### src/rtl/fft_butterfly.sv
// Radix-2 DIT butterfly: X = A + B*W, Y = A - B*W with optional per-stage halving.
// A is delayed to line up with the multiplier output; saturation sets a sticky flag.
module fft_butterfly #(
    parameter int D_BIT    = 17,
    parameter int MULT_LAT = 1
) (
    input  logic                    iCLK,
    input  logic                    iRESET,
    input  logic                    iVALID,
    input  logic signed [D_BIT-1:0] iA_RE,
    input  logic signed [D_BIT-1:0] iA_IM,
    input  logic signed [D_BIT-1:0] iBW_RE,
    input  logic signed [D_BIT-1:0] iBW_IM,
    input  logic                    iSCALE,
    input  logic                    iCLR_OVF,
    output logic                    oVALID,
    output logic signed [D_BIT-1:0] oX_RE,
    output logic signed [D_BIT-1:0] oX_IM,
    output logic signed [D_BIT-1:0] oY_RE,
    output logic signed [D_BIT-1:0] oY_IM,
    output logic                    oOVF
);

    localparam int E = D_BIT + 1;
    localparam int R = D_BIT + 2;
    localparam logic signed [D_BIT-1:0] P_MAX = {1'b0, {(D_BIT-1){1'b1}}};
    localparam logic signed [D_BIT-1:0] P_MIN = {1'b1, {(D_BIT-1){1'b0}}};

    // Handshake: iVALID qualifies A/iSCALE this cycle and iBW_* MULT_LAT cycles later;
    // oVALID qualifies oX_*/oY_* for exactly one cycle. No backpressure exists.
    logic signed [D_BIT-1:0] r_a_re [MULT_LAT];
    logic signed [D_BIT-1:0] r_a_im [MULT_LAT];
    logic [MULT_LAT-1:0]     r_valid;
    logic [MULT_LAT-1:0]     r_scale;

    always_ff @(posedge iCLK or negedge iRESET) begin
        if (!iRESET) begin
            for (int i = 0; i < MULT_LAT; i++) begin
                r_a_re[i] <= '0;
                r_a_im[i] <= '0;
            end
            r_valid <= '0;
            r_scale <= '0;
        end else begin
            r_a_re[0]  <= iA_RE;
            r_a_im[0]  <= iA_IM;
            r_valid[0] <= iVALID;
            r_scale[0] <= iSCALE;
            for (int i = 1; i < MULT_LAT; i++) begin
                r_a_re[i]  <= r_a_re[i-1];
                r_a_im[i]  <= r_a_im[i-1];
                r_valid[i] <= r_valid[i-1];
                r_scale[i] <= r_scale[i-1];
            end
        end
    end

    // Returns {overflow_event, result}. The halved path rounds half-up; the single
    // corner (2^(D_BIT-1)-1) - (-2^(D_BIT-1)) would round to 2^(D_BIT-1), so it is
    // pinned to the positive maximum without raising an overflow event.
    function automatic logic [D_BIT:0] f_proc(input logic signed [E-1:0] s, input logic sc);
        logic signed [R-1:0] v_rnd;
        logic signed [R-1:0] v_half;
        logic [D_BIT:0]      v_out;
        v_rnd  = R'(s) + R'(1);
        v_half = v_rnd >>> 1;
        if (sc) begin
            if (v_half > R'(P_MAX)) v_out = {1'b0, P_MAX};
            else                    v_out = {1'b0, v_half[D_BIT-1:0]};
        end else begin
            if (s > E'(P_MAX))      v_out = {1'b1, P_MAX};
            else if (s < E'(P_MIN)) v_out = {1'b1, P_MIN};
            else                    v_out = {1'b0, s[D_BIT-1:0]};
        end
        return v_out;
    endfunction

    logic                    w_dv;
    logic                    w_ds;
    logic signed [E-1:0]     w_sum_re, w_sum_im, w_dif_re, w_dif_im;
    logic [D_BIT:0]          w_x_re, w_x_im, w_y_re, w_y_im;
    logic                    w_ovf;

    always_comb begin
        w_dv     = r_valid[MULT_LAT-1];
        w_ds     = r_scale[MULT_LAT-1];
        w_sum_re = E'(r_a_re[MULT_LAT-1]) + E'(iBW_RE);
        w_sum_im = E'(r_a_im[MULT_LAT-1]) + E'(iBW_IM);
        w_dif_re = E'(r_a_re[MULT_LAT-1]) - E'(iBW_RE);
        w_dif_im = E'(r_a_im[MULT_LAT-1]) - E'(iBW_IM);
        w_x_re   = f_proc(w_sum_re, w_ds);
        w_x_im   = f_proc(w_sum_im, w_ds);
        w_y_re   = f_proc(w_dif_re, w_ds);
        w_y_im   = f_proc(w_dif_im, w_ds);
        w_ovf    = w_x_re[D_BIT] | w_x_im[D_BIT] | w_y_re[D_BIT] | w_y_im[D_BIT];
    end

    always_ff @(posedge iCLK or negedge iRESET) begin
        if (!iRESET) begin
            oVALID <= 1'b0;
            oX_RE  <= '0;
            oX_IM  <= '0;
            oY_RE  <= '0;
            oY_IM  <= '0;
            oOVF   <= 1'b0;
        end else begin
            oVALID <= w_dv;
            if (w_dv) begin
                oX_RE <= w_x_re[D_BIT-1:0];
                oX_IM <= w_x_im[D_BIT-1:0];
                oY_RE <= w_y_re[D_BIT-1:0];
                oY_IM <= w_y_im[D_BIT-1:0];
            end
            // A fresh overflow outranks a clear arriving in the same cycle.
            if (w_dv && w_ovf) oOVF <= 1'b1;
            else if (iCLR_OVF) oOVF <= 1'b0;
        end
    end

endmodule

### config.mk
export PLATFORM = sky130hd
export DESIGN_NAME = fft_butterfly
export DESIGN_NICKNAME = d
export VERILOG_FILES = /design/src/rtl/fft_butterfly.sv
export SDC_FILE = /design/constraint.sdc
export NUM_CORES = 1
export LEC_CHECK = 0
export ABC_AREA = 0
export ABC_CLOCK_PERIOD_IN_PS = 8000
export BUFFER_PORTS_ARGS = -buffer_cell sky130_fd_sc_hd__clkbuf_2
export CAP_MARGIN = 10
export CORE_ASPECT_RATIO = 0.5
export CORE_UTILIZATION = 40
export CTS_CLUSTER_DIAMETER = 60
export DETAILED_ROUTE_END_ITERATION = 8
export PLACE_DENSITY_LB_ADDON = 0.25
export SLEW_MARGIN = 20
export SYNTH_ARGS = -nofsm -noshare
export SYNTH_HDL_FRONTEND = slang
export SYNTH_SLANG_ARGS = --single-unit
### constraint.sdc
create_clock -name iCLK -period 8 [get_ports iCLK]
set_clock_uncertainty 0.15 [all_clocks]
set_input_delay 0 -clock iCLK [delete_from_list [all_inputs] [get_ports iCLK]]
set_output_delay 0 -clock iCLK [all_outputs]
set_load 0.005 [all_outputs]
[Word level (Yosys, flattened, before mapping)]
Index checks and enable logic that the tools add are counted.
Cells by class
  add/sub/neg operators: 8
  order comparisons: 12
  multiplexer cells: 18
  bitwise gates (word level): 3
  reductions and logical operators: 2
Operators with widths (count)
  2-to-1 mux 18 bit: 12
  > comparator 18 x 17 -> 1 bit (second input constant): 8
  adder 18 x 2 -> 19 bit (second input constant): 4
  less-than comparator 18 x 17 -> 1 bit (second input constant): 4
  2-to-1 mux 17 bit: 4
  adder 17 x 17 -> 18 bit: 2
  subtractor 17 x 17 -> 18 bit: 2
  OR 1 bit: 3
  2-to-1 mux 1 bit: 2
  nonzero test 2 bit: 1
  logical AND 1 bit: 1
Word-level totals
  register bits: 106
  output and inout bits: 70
  logic and storage cells: 53

[Depth between registers and ports, before layout]
Gate-level depths: netlist (run 1).
  word-level depth: 10
  mapped depth: 15
  gate-level depth less buffers: 12

[Least setup slack after synthesis (run 1)]
Ideal clock, no wire load.
  kind: register to register
  start point: register r_a_im[0] (netlist bit)
  end point: register oX_IM[14]
  setup time: 122 ps
  arrival: 3730 ps
  required time: 7728 ps
  slack: 3999 ps
  cell stages (with the launch flop): 13
  period minus slack after synthesis: 4001 ps
  cell sequence: dfrtp_1 ha_1 inv_1 fa_1 o21bai_1 nor4b_2 o211a_1 a2111oi_2 or4b_4 or4b_4 or4_1 a21o_1 a32o_1
Between the ends
  longest elaborated chain between the ends: 5
  elaborated cells between the ends (all ways): 9
Ends and longest elaborated chain
  start, declared: RTL line 32  | logic signed [D_BIT-1:0] r_a_im [MULT_LAT];
  start signal, assigned by index: RTL line 51  | r_a_im[i] <= r_a_im[i-1];
  adder 17 x 17 -> 18 bit (*): RTL line 88  | w_sum_im = E'(r_a_im[MULT_LAT-1]) + E'(iBW_IM);
  adder 18 x 2 -> 19 bit or less-than comparator 18 x 17 -> 1 bit (tied branches): RTL line 65, 72
  > comparator 18 x 17 -> 1 bit or 2-to-1 mux 18 bit (tied branches): RTL line 68, 72
  2-to-1 mux 17 bit or 2-to-1 mux 18 bit (tied branches): RTL line 68, 71
  2-to-1 mux 18 bit (*): RTL line 67  | if (sc) begin
  end signal, assigned: RTL line 110  | oX_IM <= w_x_im[D_BIT-1:0];
  end, declared: RTL line 18  | output logic signed [D_BIT-1:0] oX_IM,
Mark *: on every way between the ends. The rest lies on a longest branch, timed or not.
A chain may end at the register's enable or synchronous reset.

[Worst setup path after layout (run 1)]
  start point: register r_a_im[2] (netlist bit)
  end point: register oX_IM[0]
Same word-level chain as after synthesis.

==> summary.txt, run 1 <==
Global route
  • Grt total ovfl: 0
  • Vias in the first global route: 8920
  • GR Layer Usage met1: 0.3033
  • Global-route usage over all layers: 0.2367
  • Peak-usage layer in the global routing report: met2
  • Global Route met3 Usage: 0.04487
  • Initial antenna violation count: 0
  • Largest net degree at the start of global routing: 77
  • Global Route met2 Usage: 0.4048
  • First-pass GRT wire length: 47000 microns

Timing
  • Headroom to the max-slew limit: 0.2645
  • Worst hold slack: 52.61 ps
  • Transition time of the tightest slew-check pin: 1086 ps
  • Max-slew violation count: 0
  • # setup viols final: 0
  • Fin worst setup slack: 3440 ps
  • Fin crit share: 0.5700
  • TNS Setup: 0 ps
  • RSZ-0062 raised after global routing: no
  • Clock period minus worst slack: 4560 ps
  • Final hold violations: 0
  • Fmax achieved: 219.3 MHz

Place
  • Port Buffer Count: 142
  • Final HPWL DP: 22150 microns
  • Final GP Congestion: 0.9219
  • Worst setup slack before clock tree synthesis: 3451 ps

Power and ir drop
  • Switching part of the total power: 0.3930
  • Sequential power share: 0.332
  • Power share of the combinational group: 0.421
  • Fraction of power consumed by the clock network: 0.247
  • Total internal power: 1.261 mW
  • Net switching power of the design: 0.8160 mW
  • Overall Power: 2.077 mW
  • Total power divided by cell area: 184.1 nW/um^2
  • Static leakage power: 5.017 nW
  • Maximum vdd drop: 0.1078 mV

CTS
  • Clock Sink Count: 106
  • Clock network latency to the later pin of the worst-skew pair: 390 ps
  • Post-CTS setup buffer count: 0
  • TritonCTS clock tree: built
  • Maximum buffer depth of the clock tree: 2
  • Count of hold buffers inserted by post-cts repair: 41
  • Root Buffer: sky130_fd_sc_hd__clkbuf_16
  • Clock slew at reported path FFs: 80 ps
  • Count of H-tree levels built during CTS: 3
  • Inserted Clock Buffers: 9
  • Post-CTS sizing: 0

Synthesis
  • Mean instance size in the synthesized netlist: 8.288 sq um
  • FF+latch count, synth: 106
  • Mapped Cells: 1164
  • Proportion of register bits with asynchronous set or reset after synthesis: 1.000
  • Dominant cell type by area after synthesis: sky130_fd_sc_hd__dfrtp_1
  • Net count after synthesis: 1313
  • Count of flip-flops with a built-in enable after synthesis: 0
  • Synthesized-area fraction occupied by and/or/nand/nor cells: 0.2017
  • Cell types occupying the most area after synthesis: sky130_fd_sc_hd__dfrtp_1, sky130_fd_sc_hd__ha_1, sky130_fd_sc_hd__xnor2_1, sky130_fd_sc_hd__nor2_1, sky130_fd_sc_hd__a21oi_1
  • Cell area after synthesis: 9647 sq um
  • Sequential cell area fraction in the yosys report: 0.2750
  • Xor and xnor fraction of the mapped netlist area: 0.07795
  • Unique masters post-synth: 83
  • Synth cell count leaders: sky130_fd_sc_hd__dfrtp_1, sky130_fd_sc_hd__nor2_1, sky130_fd_sc_hd__inv_1, sky130_fd_sc_hd__nand2_1, sky130_fd_sc_hd__ha_1
  • Synth Area in Adders: 0.1048
  • Synth warn: 0
  • Post-synth top area share: 0.2750
  • Dominant combinational cell family by area after synthesis: compound AO/OA/AOI/OAI gates
  • Share of synthesized area spent on multiplexers: 0.01660
  • Most frequent cell after synthesis: sky130_fd_sc_hd__dfrtp_1
  • Share of the synthesized area in compound gates (AO/OA/AOI/OAI): 0.2651
  • Primary FF master, synth: sky130_fd_sc_hd__dfrtp_1

Routing
  • Pre-antenna DRT Iters: 5
  • Count of vias placed by the detailed router: 9332
  • DRC: 0
  • Antenna Nets Post-Route: 0
  • Total wire length: 29280 microns
  • WL/cell: 18.14 microns
  • Number of DRC violations after detailed-routing iteration 0: 698
  • Vias per std cell: 5.782

Floorplan
  • IO Pins: 143
  • Height of the die: 111.8 microns
  • Horizontal extent of the die: 221.6 microns
  • Floorplan core area: 23230 sq um
  • Total number of placement rows: 39
  • Total die area: 24780 sq um
  • Starting density of the core: 0.4153

Layout
  • Final Net Count: 1451
  • Antenna diode count: 0
  • Fraction of final layout cells sized beyond drive strength 1: 0.1538
  • Area Growth Syn to Fin: 16.95%
  • Fraction of the core area covered by cells at the end of the flow: 0.4857

Worst hold path
  • Classification of the worst-slack hold path: in -> reg

Outcome
  • Result of the run: complete, no violations

Setup path
  • Critical path peak fanout: 10
  • Critical path capture point type: flop
  • Endpoint arrival time on the critical path: 4700 ps
  • Critical path class: reg -> reg
  • Critical path startpoint category: flop
  • Req. time, crit path: 8140 ps

Job
  • Number of violations of the max-capacitance limit: 0
## power by group through the flow
stage               combinational [mW]  sequential, mW  clock, mW
finish                           0.875           0.690      0.512
global route                     0.963           0.699      0.545
CTS                              0.869           0.691      0.525
detailed placement               0.848           0.701          0
global placement                 0.836           0.699          0
floorplan                        0.571           0.686          0
## worst max-delay path, stage by stage (launching register included)
cell and delay, ps:
sky130_fd_sc_hd__dfrtp_1 390, sky130_fd_sc_hd__ha_1 390, sky130_fd_sc_hd__nor2b_1 180, sky130_fd_sc_hd__a2111o_1 480, sky130_fd_sc_hd__a211oi_1 650, sky130_fd_sc_hd__o21ai_1 210, sky130_fd_sc_hd__o31ai_1 720, sky130_fd_sc_hd__mux2_2 440
sky130_fd_sc_hd__o41ai_4 540, sky130_fd_sc_hd__nor2_1 90, sky130_fd_sc_hd__o31ai_1 240
## cell families after synthesis
group,after synthesis
AOI/OAI and AO/OA,354
xor gates and xnor gates,85
adders and majority gates,79
buffers and inverters,147
DFF,106
muxes,15
and+or+nand+nor,378
## registers in the layout (all words and copies together) (netlist names)
signal	count
oOVF	1
r_a_im	17
r_valid	1
r_a_re	17
oVALID	1
oX_IM	17
r_scale	1
oY_RE	17
oX_RE	17
oY_IM	17
## through the flow
stage,area (sq um),std cells
global route,11280,1614
CTS,11280,1614
detailed placement,10550,1557
global placement,10530,1557
floorplan,9647,1164
finish,11280,1614
## path summary, 6_finish.rpt
check | startpoint | endpoint | slack [ps] | cells past startpoint
worst max register to register | r_a_im[2] | oX_IM[0] | 3440 | 10
max in group asynchronous | iRESET | r_a_re[12] | 5900 | 4
worst min-delay path | iBW_IM[0] | oY_IM[0] | 50 | 5
worst max-delay path | r_a_im[2] | oX_IM[0] | 3440 | 10
min in group asynchronous | iRESET | r_a_re[13] | 490 | 3
worst min register to register | oX_RE[3] | oX_RE[3] | 350 | 1
## cell usage in the layout, fill, tap and decap left out, drive strengths merged, types with 6 or more instances in the layout
cell	count
o211ai	17
xnor2	58
nand2b	17
a311oi	6
nor2b	26
a21oi	69
dfrtp	106
o21a	17
a21o	31
nor3	26
nor4	16
and2	15
o31ai	11
nand3	22
clkbuf	151
or2	11
nor3b	8
nand4	10
and3	10
inv	89
or3	9
xor2	27
o311ai	8
nor2	99
a211oi	27
mux2	8
mux2i	7
dlygate4sd3	41
ha	72
nand2	85
a31oi	20
a221oi	31
o21ai	45
## cell type report
type	count	area (sq um)
clock inverters	6	97.59
multi-input cells	911	6437
fillers	2280	11950
well taps	307	384.1
inverters	87	326.6
clock buffers	10	229.0
flip-flops and latches	106	2654
repair buffers	187	1154
## metal layers
| metal | wire length (microns) | share of wire | vias up |
|---|---|---|---|
| met3 | 1185 | 0.040 | 42 |
| met4 | 629 | 0.021 | 0 |
| met2 | 13990 | 0.48 | 242 |
| met5 | 0 | 0 | - |
| li1 | - | - | 4531 |
| met1 | 13480 | 0.46 | 4517 |
Power figures use the tool's default switching activity.
==> run 2, diff against run 1 <==
Settings changed: ABC_CLOCK_PERIOD_IN_PS 8000 to 3950.
Clock period 8 ns to 3.95 ns, I/O delays scaled along.
==> run 2 against run 1 <==
- die area is the same
- core utilization grew 3.6 points
- largest power group unchanged
- critical path depth is the same
- highest routed layer unchanged
- critical endpoint is now oX_IM[14]
- via count grew 4.0%
- clock-buffer cell count shrank 1
- sequential share of layout area shrank 1.6 points
- global-route usage grew 0.69 points
- worst setup slack lost 3400 ps
- register-to-register slack lost 3400 ps
==> summary.txt, run 2 (same netlist as run 1, synthesis figures left out) <==
Layout
  • Fraction of final layout cells sized beyond drive strength 1: 0.2342 (+0.08045)
  • Area Growth Syn to Fin: 25.71%
  • Fill cell instance count of the final layout: 2201 (-3.5%)
  • Antenna diode count: 0 (unchanged)
  • Multi-input combinational cell area: 6636 sq um (+3.1%)
  • Post-route cell area: 12130 sq um (+7.5%)
  • Top library cells by usage in the layout, fill and taps aside: sky130_fd_sc_hd__clkbuf_2, sky130_fd_sc_hd__dfrtp_1, sky130_fd_sc_hd__nor2_1, sky130_fd_sc_hd__buf_4
  • Commonest non-fill, non-tap cell in the layout: sky130_fd_sc_hd__clkbuf_2
  • Area used by sequential logic in the layout: 2654 sq um (unchanged)
  • Final Net Count: 1540 (+6.1%)

Place
  • Final GP Congestion: 0.9215 (about the same)
  • Worst setup slack before clock tree synthesis: 8.744 ps (-3443 ps)
  • Placed Area: 11220 sq um (+6.4%)
  • Port Buffer Count: 142 (unchanged)
  • Final HPWL DP: 23170 microns (+4.6%)

Routing
  • Total wire length: 29990 microns (+2.4%)
  • Highest metal layer with signal wires: met4
  • Met1 Wirelength: 13680 microns (+1.5%)
  • Pre-antenna DRT Iters: 6 (+1)
  • Count of vias placed by the detailed router: 9709 (+4.0%)
  • Vias per std cell: 5.701 (-1.4%)
  • Antenna Nets Post-Route: 0 (unchanged)
  • Detailed-routed wire length on met2: 14580 microns (+4.2%)
  • WL/cell: 17.61 microns (-2.9%)
  • Number of DRC violations after detailed-routing iteration 0: 723 (+3.6%)
  • DRC: 0 (unchanged)
  • Wire length on met3: 1306 microns (+10%)

CTS
  • Maximum buffer depth of the clock tree: 2 (unchanged)
  • Clock Sink Count: 106 (unchanged)
  • Inserted Clock Buffers: 9 (unchanged)
  • TritonCTS clock tree: built
  • Count of H-tree levels built during CTS: 3 (unchanged)
  • Root Buffer: sky130_fd_sc_hd__clkbuf_16
  • Clock network latency to the later pin of the worst-skew pair: 390 ps (about the same)
  • Clock slew at reported path FFs: 80 ps (about the same)

Timing
  • Final hold violations: 0 (unchanged)
  • Transition time of the tightest slew-check pin: 775.9 ps (-310.2 ps)
  • Max-slew violation count: 0 (unchanged)
  • Headroom to the max-slew limit: 0.4827 (+0.2182)
  • Fin worst setup slack: 64.77 ps (-3375 ps)
  • # setup viols final: 0 (unchanged)
  • RSZ-0062 raised after global routing: yes
  • Clock period minus worst slack: 3885 ps (-674.5 ps)
  • Fmax achieved: 257.4 MHz (+17%)
  • TNS Setup: 0 ps (unchanged)
  • Fin crit share: 0.9836 (+0.4136)

Setup path
  • Endpoint arrival time on the critical path: 4020 ps (-680 ps)
  • Cell Chain, Critical Path: ha_1 -> nand2b_1 -> a2111o_1 -> a211oi_2 -> nor4bb_1 -> or4b_4 -> or4b_4 -> or4_4 -> a21o_1 -> a32o_1
  • RR Endpoint: oX_IM[14]
  • Cell repeated most along the worst path: sky130_fd_sc_hd__or4b_4
  • Critical path peak fanout: 5 (-5)
  • Worst Reg2Reg Path Length in Cells: 10 (unchanged)
  • Cell with the largest stage delay on the worst path: sky130_fd_sc_hd__or4b_4
  • Cell family with the largest share of critical-path delay: simple AND/OR/NAND/NOR gates
  • FF-to-FF setup slack: 60 ps (-3380 ps)
  • Critical path capture point type: flop
  • Worst setup startpoint: r_a_im[1]
  • Worst Path Buf+Inv: 0 (unchanged)
  • Delay of the slowest cell on the worst path: 540 ps (-180 ps)
  • Critical path startpoint category: flop
  • Critical path class: reg -> reg
  • Req. time, crit path: 4080 ps (-4060 ps)
  • Reg-to-Reg Start: r_a_im[1]

Floorplan
  • Height of the die: 111.8 microns (unchanged)
  • Total die area: 24780 sq um (unchanged)
  • Total number of placement rows: 39 (unchanged)
  • Starting density of the core: 0.4153 (unchanged)
  • Horizontal extent of the die: 221.6 microns (unchanged)
  • IO Pins: 143 (unchanged)
  • Floorplan core area: 23230 sq um (unchanged)

Power and ir drop
  • Total power divided by cell area: 357.6 nW/um^2 (+94%)
  • Static leakage power: 5.465 nW (+8.9%)
  • Maximum vdd drop: 0.2532 mV (+130%)
  • Overall Power: 4.336 mW (+110%)

Global route
  • Initial antenna violation count: 0 (unchanged)
  • Global-route usage over all layers: 0.2436 (+0.006933)
  • First-pass GRT wire length: 48470 microns (+3.1%)
  • Largest net degree at the start of global routing: 56 (-27%)
  • Vias in the first global route: 9389 (+5.3%)
  • Grt total ovfl: 0 (unchanged)

Outcome
  • Result of the run: complete, no violations

Worst hold path
  • Classification of the worst-slack hold path: in -> async

Job
  • Number of violations of the max-capacitance limit: 0 (unchanged)
## run 2: cell types whose count changed in the layout (fill, tap and decap cells not counted), sizes merged
cell / before / now
dlygate4sd3: 41 / 39
bufinv: 2 / 0
clkinv: 2 / 3
clkbuf: 151 / 150
buf: 5 / 96
clkinvlp: 0 / 2
## run 2: area by class of cell
type | count | share of cell area
Clock buffer | 9 | 0.01857
Clock inverter | 7 | 0.005262
Inverter | 87 | 0.02693
Multi-Input combinational cell | 911 | 0.5473
Sequential cell | 106 | 0.2188
Tap cell | 307 | 0.03168
Timing Repair Buffer | 276 | 0.1515
## run 2: worst max-delay path by stage
stage	cells past startpoint	endpoint
after global routing	11	oX_IM[14]
after detailed placement	10	oX_IM[14]
after CTS	11	oX_IM[1]
after global placement	10	oX_IM[14]
after floorplan	12	oX_RE[13]
final	10	oX_IM[14]
## run 2: what timing repair did
action                                  CTS  global route
buffers inserted                          0             2
hold endpoints to repair                 91             0
gates resized for setup                   1            41
endpoints found under the setup margin    2            61
hold buffers                             39             0
pin swaps                                 1             8
## run 2: stage by stage
stage	hold slack, ps	utilization	std cells
after floorplan	-445.6	-	1164
after global placement	-43.20	0.4832	1646
after detailed placement	-40.35	0.4832	1646
after CTS	37.03	0.5126	1701
after global routing	84.48	0.5221	1703
final	30.52	0.5221	1703
## run 2: where the power goes
part,internal (mW),switching (mW)
sequential,1.26,0.136
combinational,0.889,1.11
clock,0.441,0.496
## run 2: per-layer routing
layer,GRT usage,up-vias
met5,0,-
met4,0.06019,0
met3,0.04407,31
met2,0.4184,231
met1,0.3173,4733
li1,-,4714
## run 2: worst register-to-register path, delay by kind of cell (launching register included)
family	cells	cell delay (ps)
and+or+nand+nor	5	1820
AOI/OAI and AO/OA	4	1110
DFF	1	400
adders and majority gates	1	290
==> run 3, diff against run 2 <==
Settings changed: CORE_ASPECT_RATIO 0.5 to 0.6.
==> run 3 against run 2 <==
- clock power rose by 2.5%
- worst setup slack got worse by 17 ps
- first-iteration DRC count rose by 39%
- register-to-register slack got worse by 20 ps
- total power rose by 4.0%
- routed wire length rose by 11%
- via count rose by 3.1%
- hold slack improved by 57 ps
- critical path depth rose by 1
- sequential power barely moved
- maximum frequency fell by 0.44%
- non-clock buffer count rose by 44
==> summary.txt, run 3 (same netlist as run 1, synthesis figures left out) <==
Job
  • Number of violations of the max-capacitance limit: 0 (unchanged)

Routing
  • Count of vias placed by the detailed router: 10.01k (+3.1%)
  • WL/cell: 19.04 microns (+8.1%)
  • Number of DRC violations after detailed-routing iteration 0: 1007 (+39%)
  • DRC: 0 (unchanged)
  • Pre-antenna DRT Iters: 6 (unchanged)
  • Total wire length: 33410 microns (+11%)
  • Antenna Nets Post-Route: 0 (unchanged)
  • Vias per std cell: 5.704 (about the same)

Floorplan
  • Starting density of the core: 0.4122 (-0.003131)
  • Floorplan core area: 23400 sq um (+0.76%)
  • IO Pins: 143 (unchanged)
  • Total number of placement rows: 43 (+10%)
  • Horizontal extent of the die: 202.5 microns (-8.6%)
  • Total die area: 24760 sq um (about the same)
  • Height of the die: 122.3 microns (+9.4%)

CTS
  • Clock network latency to the later pin of the worst-skew pair: 380 ps (about the same)
  • Count of H-tree levels built during CTS: 3 (unchanged)
  • Root Buffer: sky130_fd_sc_hd__clkbuf_16
  • Maximum buffer depth of the clock tree: 2 (unchanged)
  • Clock Sink Count: 106 (unchanged)
  • TritonCTS clock tree: built
  • Clock slew at reported path FFs: 90 ps (about the same)
  • Inserted Clock Buffers: 9 (unchanged)

Setup path
  • Critical path class: reg -> reg
  • Critical path startpoint category: flop
  • RR Endpoint: oX_IM[14]
  • Endpoint arrival time on the critical path: 4030 ps (about the same)
  • Reg-to-Reg Start: r_a_im[1]
  • Critical path capture point type: flop
  • FF-to-FF setup slack: 50 ps (-20 ps)
  • Worst Reg2Reg Path Length in Cells: 11 (+1)
  • Critical path peak fanout: 5 (unchanged)
  • Req. time, crit path: 4070 ps (about the same)

Place
  • Placed Area: 11460 sq um (+2.1%)
  • Final GP Congestion: 0.9527 (+3.4%)
  • Port Buffer Count: 142 (unchanged)
  • Final HPWL DP: 26090 microns (+13%)

Outcome
  • Result of the run: complete, no violations

Layout
  • Area Growth Syn to Fin: 30.01%
  • Fraction of final layout cells sized beyond drive strength 1: 0.2618 (+0.02756)
  • Post-route cell area: 12540 sq um (+3.4%)
  • Final Net Count: 1584 (+2.9%)
  • Commonest non-fill, non-tap cell in the layout: sky130_fd_sc_hd__clkbuf_2
  • Top library cells by usage in the layout, fill and taps aside: sky130_fd_sc_hd__clkbuf_2, sky130_fd_sc_hd__buf_4, sky130_fd_sc_hd__dfrtp_1, sky130_fd_sc_hd__nor2_1
  • Antenna diode count: 0 (unchanged)

Global route
  • Grt total ovfl: 0 (unchanged)
  • Vias in the first global route: 8784 (-6.4%)
  • Largest net degree at the start of global routing: 56 (unchanged)
  • Initial antenna violation count: 0 (unchanged)
  • Global-route usage over all layers: 0.2654 (+0.02178)
  • First-pass GRT wire length: 50620 microns (+4.4%)

Power and ir drop
  • Total power divided by cell area: 359.6 nW/um^2 (+0.58%)
  • Fraction of power consumed by the clock network: 0.213 (-0.003)
  • Net switching power of the design: 1.848 mW (+6.0%)
  • Switching part of the total power: 0.4096 (+0.007776)
  • Power share of the combinational group: 0.477 (+0.016)
  • Static leakage power: 5.696 nW (+4.2%)
  • Sequential power share: 0.311 (-0.012)
  • Total internal power: 2.663 mW (+2.7%)
  • Maximum vdd drop: 0.2223 mV (-12%)

Timing
  • Clock period minus worst slack: 3902 ps (+17.01 ps)
  • TNS Setup: 0 ps (unchanged)
  • Max-slew violation count: 0 (unchanged)
  • Fmax achieved: 256.3 MHz (-0.44%)
  • Transition time of the tightest slew-check pin: 1060 ps (+284.1 ps)
  • Final hold violations: 0 (unchanged)
  • Fin crit share: 0.9879 (+0.004307)
  • # setup viols final: 0 (unchanged)
  • Headroom to the max-slew limit: 0.2927 (-0.1901)
  • RSZ-0062 raised after global routing: yes

Worst hold path
  • Classification of the worst-slack hold path: in -> async
-- run 3: cell types whose count changed in the layout (fill, tap and decap cells not counted), sizes merged --
cell	change
buf	+44
clkinv	-1
clkinvlp	-1
inv	+2
-- run 3: what timing repair did --
item / in CTS / in global routing
gates resized for setup: 3 / 51
endpoints found under the setup margin: 2 / 65
pin swaps: 1 / 24
hold buffers: 39 / 0
hold endpoints to repair: 91 / 0
setup buffers: 0 / 14
-- run 3: critical path: stages, from the launching register on --
cell	delay, ps
sky130_fd_sc_hd__dfrtp_1	420
sky130_fd_sc_hd__ha_1	300
sky130_fd_sc_hd__nand2b_4	150
sky130_fd_sc_hd__a2111o_1	470
sky130_fd_sc_hd__buf_4	180
sky130_fd_sc_hd__a21oi_2	160
sky130_fd_sc_hd__xnor2_2	130
sky130_fd_sc_hd__or4b_4	510
sky130_fd_sc_hd__or4b_4	510
sky130_fd_sc_hd__or4_4	420
sky130_fd_sc_hd__a21o_1	170
sky130_fd_sc_hd__a32o_1	230
-- run 3: worst max-delay path by stage --
| stage | slack (ps) | startpoint | cells past startpoint | to |
|---|---|---|---|---|
| after global placement | -30 | r_a_re[0] | 13 | oX_RE[13] |
| after detailed placement | -40 | r_a_re[0] | 13 | oX_RE[13] |
| final | 50 | r_a_im[1] | 11 | oX_IM[14] |
| after global routing | -30 | r_a_im[9] | 10 | oX_IM[14] |
| after CTS | -30 | r_a_im[1] | 10 | oX_IM[14] |
| after floorplan | 20 | r_a_re[2] | 12 | oX_RE[13] |
-- run 3: cell type report --
class | count | area (sq um)
fillers | 2213 | 10860
clock inverters | 7 | 70.07
multi-input cells | 911 | 6725
well taps | 315 | 394.1
clock buffers | 9 | 225.2
inverters | 87 | 326.6
repair buffers | 320 | 2147
flip-flops and latches | 106 | 2654
-- run 3: layer usage --
layer	vias up	track usage	share of wire
li1	4789	-	-
met1	4795	0.4375	0.53
met2	405	0.3228	0.36
met3	22	0.08524	0.10
met4	0	0.03665	0.0082
met5	-	0	0
-- run 3: power by group through the flow --
stage                     logic, mW  clock network [mW]  registers, mW
after floorplan                1.16                   0           1.39
after global placement         1.96                   0           1.41
after detailed placement       1.98                   0           1.42
after CTS                      2.03               0.997           1.40
after global routing           2.33                1.03           1.42
final                          2.15               0.960           1.40
-- run 3: through the flow --
| step | cells | total power [mW] | worst slack, ps | hold WS [ps] | utilization |
|---|---|---|---|---|---|
| after detailed placement | 1686 | 3.402 | -44.47 | -40.36 | 0.4897 |
| after floorplan | 1164 | 2.547 | 15.05 | -445.6 | - |
| final | 1755 | 4.511 | 47.76 | 87.50 | 0.5359 |
| after global routing | 1755 | 4.780 | -25.89 | 107.3 | 0.5359 |
| after global placement | 1686 | 3.379 | -25.98 | -42.25 | 0.4897 |
| after CTS | 1741 | 4.425 | -25.18 | 61.90 | 0.5194 |
